## src/rtl/glove_rx_decoder.sv

```systemverilog
// glove_rx_decoder: host-side receiver for the glove command link.
// Deserializes the 8N1 stream on rx and decodes command bytes 0..8. It keeps
// a saturating cursor position and emits one-cycle click/scroll strobes.
//
// Ports:
//   clk          system clock, rising edge
//   rst          synchronous reset, active low
//   rx           asynchronous serial input, idle high
//   cursor_x/y   registered cursor position (10 bits each)
//   cmd_valid    one-cycle strobe per well-framed byte, with cmd = that byte
//   click        one-cycle strobe on command 4
//   scroll_up    one-cycle strobe on command 6
//   scroll_down  one-cycle strobe on command 7
//   bad_cmd      one-cycle strobe on framed byte 5 or 9..255
//   frame_err    one-cycle strobe when the stop bit samples low
module glove_rx_decoder #(
  parameter int unsigned CLK_FREQ = 100_000_000,
  parameter int unsigned BAUD     = 115200,
  parameter int unsigned SCREEN_W = 640,
  parameter int unsigned SCREEN_H = 480,
  parameter int unsigned STEP     = 4
) (
  input  logic       clk,
  input  logic       rst,
  input  logic       rx,
  output logic [9:0] cursor_x,
  output logic [9:0] cursor_y,
  output logic       cmd_valid,
  output logic [7:0] cmd,
  output logic       click,
  output logic       scroll_up,
  output logic       scroll_down,
  output logic       bad_cmd,
  output logic       frame_err
);

  localparam int unsigned CLKS_PER_BIT = CLK_FREQ / BAUD;
  localparam int unsigned HALF_BIT     = CLKS_PER_BIT / 2;
  localparam int unsigned CNT_W        = $clog2(CLKS_PER_BIT + 1);
  localparam int unsigned POS_W        = 10;
  localparam int unsigned ARITH_W      = 11;

  localparam logic [CNT_W-1:0]   BIT_LAST  = CNT_W'(CLKS_PER_BIT - 1);
  localparam logic [CNT_W-1:0]   HALF_LAST = CNT_W'(HALF_BIT - 1);
  localparam logic [ARITH_W-1:0] X_MAX     = ARITH_W'(SCREEN_W - 1);
  localparam logic [ARITH_W-1:0] Y_MAX     = ARITH_W'(SCREEN_H - 1);
  localparam logic [ARITH_W-1:0] STEP_A    = ARITH_W'(STEP);
  localparam logic [POS_W-1:0]   X_CTR     = POS_W'(SCREEN_W / 2);
  localparam logic [POS_W-1:0]   Y_CTR     = POS_W'(SCREEN_H / 2);

  typedef enum logic [2:0] {
    S_ARM,
    S_IDLE,
    S_START,
    S_DATA,
    S_STOP,
    S_BREAK
  } state_t;

  state_t             state;
  logic [CNT_W-1:0]   cnt;
  logic [2:0]         bit_idx;
  logic [7:0]         shreg;
  logic               rx_meta;
  logic               line;
  logic               done;     // stop bit sampled this cycle
  logic               done_ok;  // ...and it was high

  // Saturating step toward zero.
  function automatic logic [POS_W-1:0] sat_dec(input logic [POS_W-1:0] v);
    logic [ARITH_W-1:0] w;
    w = ARITH_W'(v);
    if (w < STEP_A) return '0;
    return POS_W'(w - STEP_A);
  endfunction

  // Saturating step toward lim.
  function automatic logic [POS_W-1:0] sat_inc(input logic [POS_W-1:0] v,
                                                input logic [ARITH_W-1:0] lim);
    logic [ARITH_W-1:0] w;
    w = ARITH_W'(v) + STEP_A;
    if (w > lim) return POS_W'(lim);
    return POS_W'(w);
  endfunction

  // Two-flop synchronizer; resets to the idle level.
  always_ff @(posedge clk) begin
    if (!rst) begin
      rx_meta <= 1'b1;
      line    <= 1'b1;
    end else begin
      rx_meta <= rx;
      line    <= rx_meta;
    end
  end

  // Receiver FSM.
  always_ff @(posedge clk) begin
    if (!rst) begin
      state   <= S_ARM;
      cnt     <= '0;
      bit_idx <= '0;
      shreg   <= '0;
      done    <= 1'b0;
      done_ok <= 1'b0;
    end else begin
      done    <= 1'b0;
      done_ok <= 1'b0;
      case (state)
        // Require a full bit time of continuous high before listening.
        S_ARM: begin
          if (!line) begin
            cnt <= '0;
          end else if (cnt == BIT_LAST) begin
            cnt   <= '0;
            state <= S_IDLE;
          end else begin
            cnt <= cnt + CNT_W'(1);
          end
        end
        S_IDLE: begin
          if (!line) begin
            cnt   <= '0;
            state <= S_START;
          end
        end
        // Mid-start-bit check rejects short glitches.
        S_START: begin
          if (cnt == HALF_LAST) begin
            cnt <= '0;
            if (!line) begin
              bit_idx <= '0;
              state   <= S_DATA;
            end else begin
              state <= S_IDLE;
            end
          end else begin
            cnt <= cnt + CNT_W'(1);
          end
        end
        S_DATA: begin
          if (cnt == BIT_LAST) begin
            cnt   <= '0;
            shreg <= {line, shreg[7:1]};
            if (bit_idx == 3'd7) state <= S_STOP;
            else bit_idx <= bit_idx + 3'd1;
          end else begin
            cnt <= cnt + CNT_W'(1);
          end
        end
        // Leaving at mid-stop-bit allows back-to-back frames.
        S_STOP: begin
          if (cnt == BIT_LAST) begin
            cnt     <= '0;
            done    <= 1'b1;
            done_ok <= line;
            state   <= line ? S_IDLE : S_BREAK;
          end else begin
            cnt <= cnt + CNT_W'(1);
          end
        end
        // The sample that ends the break counts as the first high of ARM.
        S_BREAK: begin
          if (line) begin
            cnt   <= CNT_W'(1);
            state <= S_ARM;
          end
        end
        default: begin
          cnt   <= '0;
          state <= S_ARM;
        end
      endcase
    end
  end

  // Command decode, cursor update and strobes, one cycle after the stop sample.
  always_ff @(posedge clk) begin
    if (!rst) begin
      cursor_x    <= X_CTR;
      cursor_y    <= Y_CTR;
      cmd_valid   <= 1'b0;
      cmd         <= '0;
      click       <= 1'b0;
      scroll_up   <= 1'b0;
      scroll_down <= 1'b0;
      bad_cmd     <= 1'b0;
      frame_err   <= 1'b0;
    end else begin
      cmd_valid   <= done & done_ok;
      frame_err   <= done & ~done_ok;
      click       <= 1'b0;
      scroll_up   <= 1'b0;
      scroll_down <= 1'b0;
      bad_cmd     <= 1'b0;
      if (done && done_ok) begin
        cmd <= shreg;
        case (shreg)
          8'd0:    cursor_y    <= sat_dec(cursor_y);
          8'd1:    cursor_y    <= sat_inc(cursor_y, Y_MAX);
          8'd2:    cursor_x    <= sat_dec(cursor_x);
          8'd3:    cursor_x    <= sat_inc(cursor_x, X_MAX);
          8'd4:    click       <= 1'b1;
          8'd6:    scroll_up   <= 1'b1;
          8'd7:    scroll_down <= 1'b1;
          8'd8: begin
            cursor_x <= X_CTR;
            cursor_y <= Y_CTR;
          end
          default: bad_cmd     <= 1'b1;
        endcase
      end
    end
  end

endmodule

```

## config.mk

```make
export PLATFORM = sky130hd
export DESIGN_NAME = glove_rx_decoder
export DESIGN_NICKNAME = d
export VERILOG_FILES = /design/src/rtl/glove_rx_decoder.sv
export SDC_FILE = /design/constraint.sdc
export NUM_CORES = 1
export LEC_CHECK = 0
export BUFFER_PORTS_ARGS = -buffer_cell sky130_fd_sc_hd__buf_2
export CAP_MARGIN = 20
export CORE_MARGIN = 2
export CORE_UTILIZATION = 45
export DETAILED_ROUTE_END_ITERATION = 10
export GPL_TIMING_DRIVEN = 0
export PLACE_DENSITY = 0.66
export SETUP_SLACK_MARGIN = 0.5
export SLEW_MARGIN = 40
export SYNTH_ARGS = -nofsm -noshare
export SYNTH_HDL_FRONTEND = slang
export SYNTH_SLANG_ARGS = --single-unit
export TNS_END_PERCENT = 50
```

## constraint.sdc

```tcl
create_clock -name clk -period 2.3 [get_ports clk]
set_clock_uncertainty 0.05 [all_clocks]
set_input_delay 0 -clock clk [delete_from_list [all_inputs] [get_ports clk]]
set_output_delay 0 -clock clk [all_outputs]
set_load 0.005 [all_outputs]
```

* Word level (Yosys, flattened, before mapping)
Cells that the tools add are included.
** Cells by class
- Multiplexer cells :: 53
- Magnitude comparators :: 4
- Eq/ne operators :: 25
- Bitwise logic cells :: 3
- Reduce and logical (&&, ||, !) cells :: 17
- Add/subtract/negate cells :: 6
** Operators with widths (number)
- $mux W10 :: 13
- $pmux W10 S3 :: 2
- $pmux W10 S5 :: 1
- $mux W3 :: 13
- $eq A8 B3 Y1 const B :: 3
- $add A10 B3 Y11 const B :: 2
- $mux W1 :: 21
- $lt A10 B3 Y1 const B :: 2
- $ne A2 B2 Y1 const B :: 10
- $sub A10 B3 Y10 const B :: 2
- $pmux W3 S6 :: 1
- $eq A8 B2 Y1 const B :: 2
- $reduce_and A2 Y1 :: 6
- $gt A11 B10 Y1 const B :: 1
- $gt A11 B9 Y1 const B :: 1
- $add A10 B1 Y10 const B :: 1
- $eq A10 B10 Y1 const B :: 1
- $eq A10 B9 Y1 const B :: 1
- $eq A3 B3 Y1 const B :: 3
- $eq A8 B1 Y1 const B :: 1
- $eq A8 B4 Y1 const B :: 1
- $logic_not A8 Y1 :: 1
- $reduce_and A8 Y1 :: 1
- $reduce_or A8 Y1 :: 1
- other kinds (14) :: 17
** Word-level totals
- Output and inout bits :: 34
- Flip-flop bits (word level) :: 62
- Logic and storage cells :: 125
- Input bits :: 3

* Logic depth before layout (Yosys ltp)
- Depth after elaboration :: 8
- Depth in mapped cells :: 8
- Depth with buffers taken out :: 7

* Worst setup path before layout
No wires, ideal clock.
- Path type :: reg-to-reg
- Start :: reg cursor_y[2]
- End :: reg cursor_y[2]
- Clock period less this slack :: 2.346 ns
- Required time :: 2.159 ns
- Arrival time :: 2.205 ns
- Setup slack :: -0.046 ns
- Library setup time :: 0.091 ns
- Buffers on the path :: 0
- Cell stages (with the launch flop) :: 8
- Cells stage by stage :: dfxtp_1 -> inv_1 -> ha_1 -> nor4bb_1 -> a211oi_1 -> nor4b_1 -> o21ai_0 -> a311oi_1
** Between the ends
- Word-level cells in the longest chain between the ends :: 8
- Elaborated cells on any way between the ends :: 15
- Classes of those cells :: 2 x add/sub; 2 x order compare; 11 x mux
** Ends and longest elaborated chain
- start, declared :: RTL line 27 : output logic [9:0] cursor_y,
- start signal, assigned :: RTL line 199 : 8'd0: cursor_y <= sat_dec(cursor_y);
- start signal, assigned :: RTL line 200 : 8'd1: cursor_y <= sat_inc(cursor_y, Y_MAX);
- $add A10 B3 Y11 :: RTL line 81 : w = ARITH_W'(v) + STEP_A;
- $gt A11 B9 Y1 :: RTL line 82 : if (w > lim) return POS_W'(lim);
- $mux W1 :: RTL line 82
- $mux W1 :: RTL line 198 : case (shreg)
- $mux W1 :: RTL line 196 : if (done && done_ok) begin
- $mux W1 :: RTL line 179 : if (!rst) begin
- $mux W10 :: RTL line 83 : return POS_W'(w);
- $pmux W10 S3 (*) :: RTL line 198
Mark *: on every way between the ends. The rest lies on a longest branch, timed or not. The select of a mux whose other input is x is not followed.
A chain may end at the register's enable or synchronous reset.

* Worst setup path after layout
- Start :: reg shreg[5]
- End :: reg cursor_x[6]
** Between the ends
- Word-level cells in the longest chain between the ends :: 3
- Elaborated cells on any way between the ends :: 6
- Classes of those cells :: 3 x eq/ne; 1 x mux; 2 x reduce/logical
** Ends and longest elaborated chain
- start, declared :: RTL line 63 : logic [7:0] shreg;
- start signal, assigned :: RTL line 144 : shreg <= {line, shreg[7:1]};
- $eq A8 B2 Y1 or $eq A8 B4 Y1 (tied branches) :: RTL line 198
- $reduce_bool A3 Y1 (no line)
- $reduce_and A2 Y1 (no line)
- end signal, assigned :: RTL line 201 : 8'd2: cursor_x <= sat_dec(cursor_x);
- end signal, assigned :: RTL line 202 : 8'd3: cursor_x <= sat_inc(cursor_x, X_MAX);
- end, declared :: RTL line 26 : output logic [9:0] cursor_x,
Parallel ways exist; a longest one is shown, timed or not.

==> results <==
- The run finished with clean final reports.
- Summing all non-filler instances in the final layout gives an area of 0.00497 mm^2.
- The commonest cells after synthesis are dfxtp_1, nand2_1, nor2_1.
- Across the VDD grid, the largest voltage drop is 0.360 mV.
- The minimum clock period after layout is 2160 ps.
- The layout cell share with drive strength beyond 1 is 0.336.
- The min-delay analysis places its worst path in the category in2reg.
- Summing internal, switching and leakage power gives 2.25 mW.
- The final weighted congestion of routability-driven global placement is 0.903.
- The cell at the root of the clock tree is clkbuf_8.
- For this run, the number of standard cells in the final layout without fillers is 650.
- The number of cells on the worst reg-to-reg path is 8.
- The die outline height is 94.4 um.
- The fmax is 0.462 GHz.
- Setup violations remaining at the end of the flow were counted as 0.
- Entering global routing, the biggest net connects 12 pins.
- The analysis attributes to cell leakage a power of 2.03 nW.
- The tightest hold path in the finished design has a slack of 145 ps.
- The detailed router finished its first iteration with 242 violations.
- The number of placed instances with taps included is 592.
- TritonCTS built the clock tree.
- Yosys instantiated no cell more often than dfxtp_1.
- The cell count after synthesis came out at 454.
- The data required time of the critical path is 2460 ps.
- After clock tree synthesis, the clock-pin slew on the worst setup and hold paths is 80 ps.
- The count of distinct cell types in the synthesized netlist is 73.
- The peak fanout along the critical path is 7.
- For this run, the register share of the synthesized area comes to 0.326.
- The number of port buffers is 36.
- For the pin with the worst max-slew slack, the measured transition is 700 ps.
- The total vias in the final route is 3868.
- The worst flop-to-flop path endpoint is cursor_x[6].
- The reg-to-reg setup timing slack is 140 ps.
- The total number of placement rows is 32.
- After filler insertion, the fill cell instance count of the layout stands at 677.
- Averaged over all synthesized cells, the footprint is 8.11 um^2.
- The initial antenna violation count is 0.
- The repair_antennas step left the layout with diodes totalling 0.
- The HPWL after detailed placement is 6.77 mm.
- The total wirelength of the detailed-routed design is 11.0 mm.
- The worst setup path is launched from a flop.
- The critical path start-end classification is reg2reg.
- Adding up every negative setup slack in the final design gives 0 ps.
- The share of the clock period used by the worst path after layout is 0.941.
- The area enclosed by the die boundary is 0.00892 mm^2.
- Clock latency on the worst-skew pair, taken at its later pin, is 350 ps.
- The area share of the largest cell type after synthesis is 0.326.
- The net count after synthesis is 467.
- The wire length per cell is 16.9 um.
- In the final layout, flip-flops and latches occupy 0.00122 mm^2.
- Global routing finished with a remaining overflow of 0.
- The tightest slew margin relative to the limit is 0.533.
- After the last flow step, the layout net total stands at 556.
- STA classifies the critical path endpoint as a flop.
- The post-placement cell area is 0.00405 mm^2.
- The number of synthesis warnings is 0.
- The starting density of the core is 0.471.
- The total clock buffers created by CTS is 9.
- From left edge to right edge, the die measures 94.4 um.
- The proportion of register bits with asynchronous set or reset after synthesis is 0.
- Summed over all instances, the cell type with the most area after synthesis is dfxtp_1.
- The critical path arrival is 2320 ps.
- By area the synthesized netlist is led by dfxtp_1, nand2_1, nor2_1, ha_1, a21oi_1.
- In this run the remaining antenna-violating nets after routing total 0.
- The number of max-slew violations in the final report is 0.
- The CTS sink count is 60.
- The core region is 0.00781 mm^2.
- Synthesis inferred 60 register bits.
- The number of top-level pins is 37.
- For this run, the total global-route usage over all layers was measured as 0.245.
- Setup repair after global routing could not meet its margin everywhere.
- The multi-input combinational cells in the finished layout cover a total of 0.00261 mm^2.
- From synthesis to final layout, the design area changed by 35.2%.
- In the routed design, unresolved DRC markers number 0.
- The global-route wire length before repair is 17.3 mm.
- In this run, synthesis inferred 0 flip-flops with an integrated enable.
- The maximum count of clock buffers along a single path is 2.
- The final count of hold timing violations came to 0.
- The number of search-and-repair iterations in the first detailed-routing pass is 4.
- The worst min-delay path endpoint is rx_meta.
- The H-tree depth is 3.
- The cell depth of the worst hold path is 3.
- Among all flip-flop cells after synthesis, the most frequent one is dfxtp_1.
- The post-synthesis instance area is 0.00368 mm^2.
- The number of global-route vias before repair came to 3638.
- The startpoint identified for the worst hold timing path is rst.
- Using the TritonRoute via totals, the vias-per-cell ratio works out to 5.95.
- The power per unit of standard cell area is 452 mW/mm^2.
- The startpoint identified for the worst register-to-register timing path is shreg[5].
- The tool flagged a number of max-cap violations equal to 0.
## cell families after synthesis
group	count (synthesis)	share of synthesized area
buffers and inverters	50	0.0585
muxes	9	0.0245
xor gates and xnor gates	15	0.0357
DFF	60	0.326
and+or+nand+nor	193	0.284
adders and majority gates	10	0.0340
AOI/OAI and AO/OA	117	0.237
## sequential cells by signal (all words and copies together) (netlist names), 3 cells and up
name,count
shreg,8
state,3
cnt,10
bit_idx,3
cursor_y,9
cmd,8
cursor_x,9
## timing repair
item / in CTS / in global routing
hold endpoints to repair: 1 / 0
hold buffers: 1 / 0
pin swaps: 24 / 28
endpoints found under the setup margin: 37 / 45
resized for setup: 54 / 44
buffers inserted: 29 / 12
## where the power goes
group	total [mW]	internal (mW)	leakage, nW	switching (mW)
clock	1.03	0.566	0.101	0.464
combinational	0.157	0.0571	1.44	0.0997
sequential	1.06	1.05	0.489	0.0143
## layout make-up
cell class	count	share of cell area
buffer	35	0.0400
timing repair buffer	78	0.108
multi-input combinational	344	0.526
clock inverter	5	0.0118
tap	102	0.0257
clock buffer	11	0.0307
inverter	15	0.0123
sequential	60	0.246
## critical path, stage by stage (launching register included)
cell       delay (ps)
dfxtp_4           350
or4_4             530
buf_8             160
buf_6             110
a2111oi_4         250
buf_6             190
nand2_4            50
a22oi_2           190
o311ai_2          150
## cells in the final DEF, fill, tap and decap left out, types with 6 or more instances in the layout
cell type   n
clkbuf_8    9
clkbuf_1   12
nor2_1     30
o211ai_1    7
clkbuf_2    7
xnor2_1     8
o221ai_1    7
inv_1      12
buf_4      35
xor2_1      7
o21ai_0    12
o21a_1      7
nand2_1    56
buf_6      10
dfxtp_2     6
dfxtp_1    50
and2_1      9
mux2i_1     9
nand3_1    13
a21oi_1    22
buf_2      41
nand4_1     8
nor3_1     12
## through the flow
| stage | setup WS (ps) | util |
|---|---|---|
| floorplan | 228 | - |
| global placement | -150 | 0.517 |
| detailed placement | -60.3 | 0.519 |
| CTS | 134 | 0.604 |
| global route | 73.9 | 0.637 |
| finish | 136 | 0.637 |
## worst max-delay path by stage
stage | start | end | slack, ps
2_1_floorplan | shreg[5] | cursor_x[5] | 230
3_3_place_gp | shreg[5] | cursor_y[5] | -150
3_5_place_dp | cursor_x[2] | cursor_x[5] | -60
4_1_cts | shreg[6] | cursor_x[5] | 130
5_1_grt | cursor_x[3] | cursor_x[6] | 70
6_report | shreg[5] | cursor_x[6] | 140
## per-layer routing
layer | vias up | part of all wire | global-route usage
li1 | 1849 | - | -
met3 | 36 | 0.056 | 0.0367
met2 | 134 | 0.50 | 0.415
met1 | 1849 | 0.41 | 0.312
met4 | 0 | 0.028 | 0.0966
met5 | - | 0 | 0
Power figures use the tool's default switching activity.
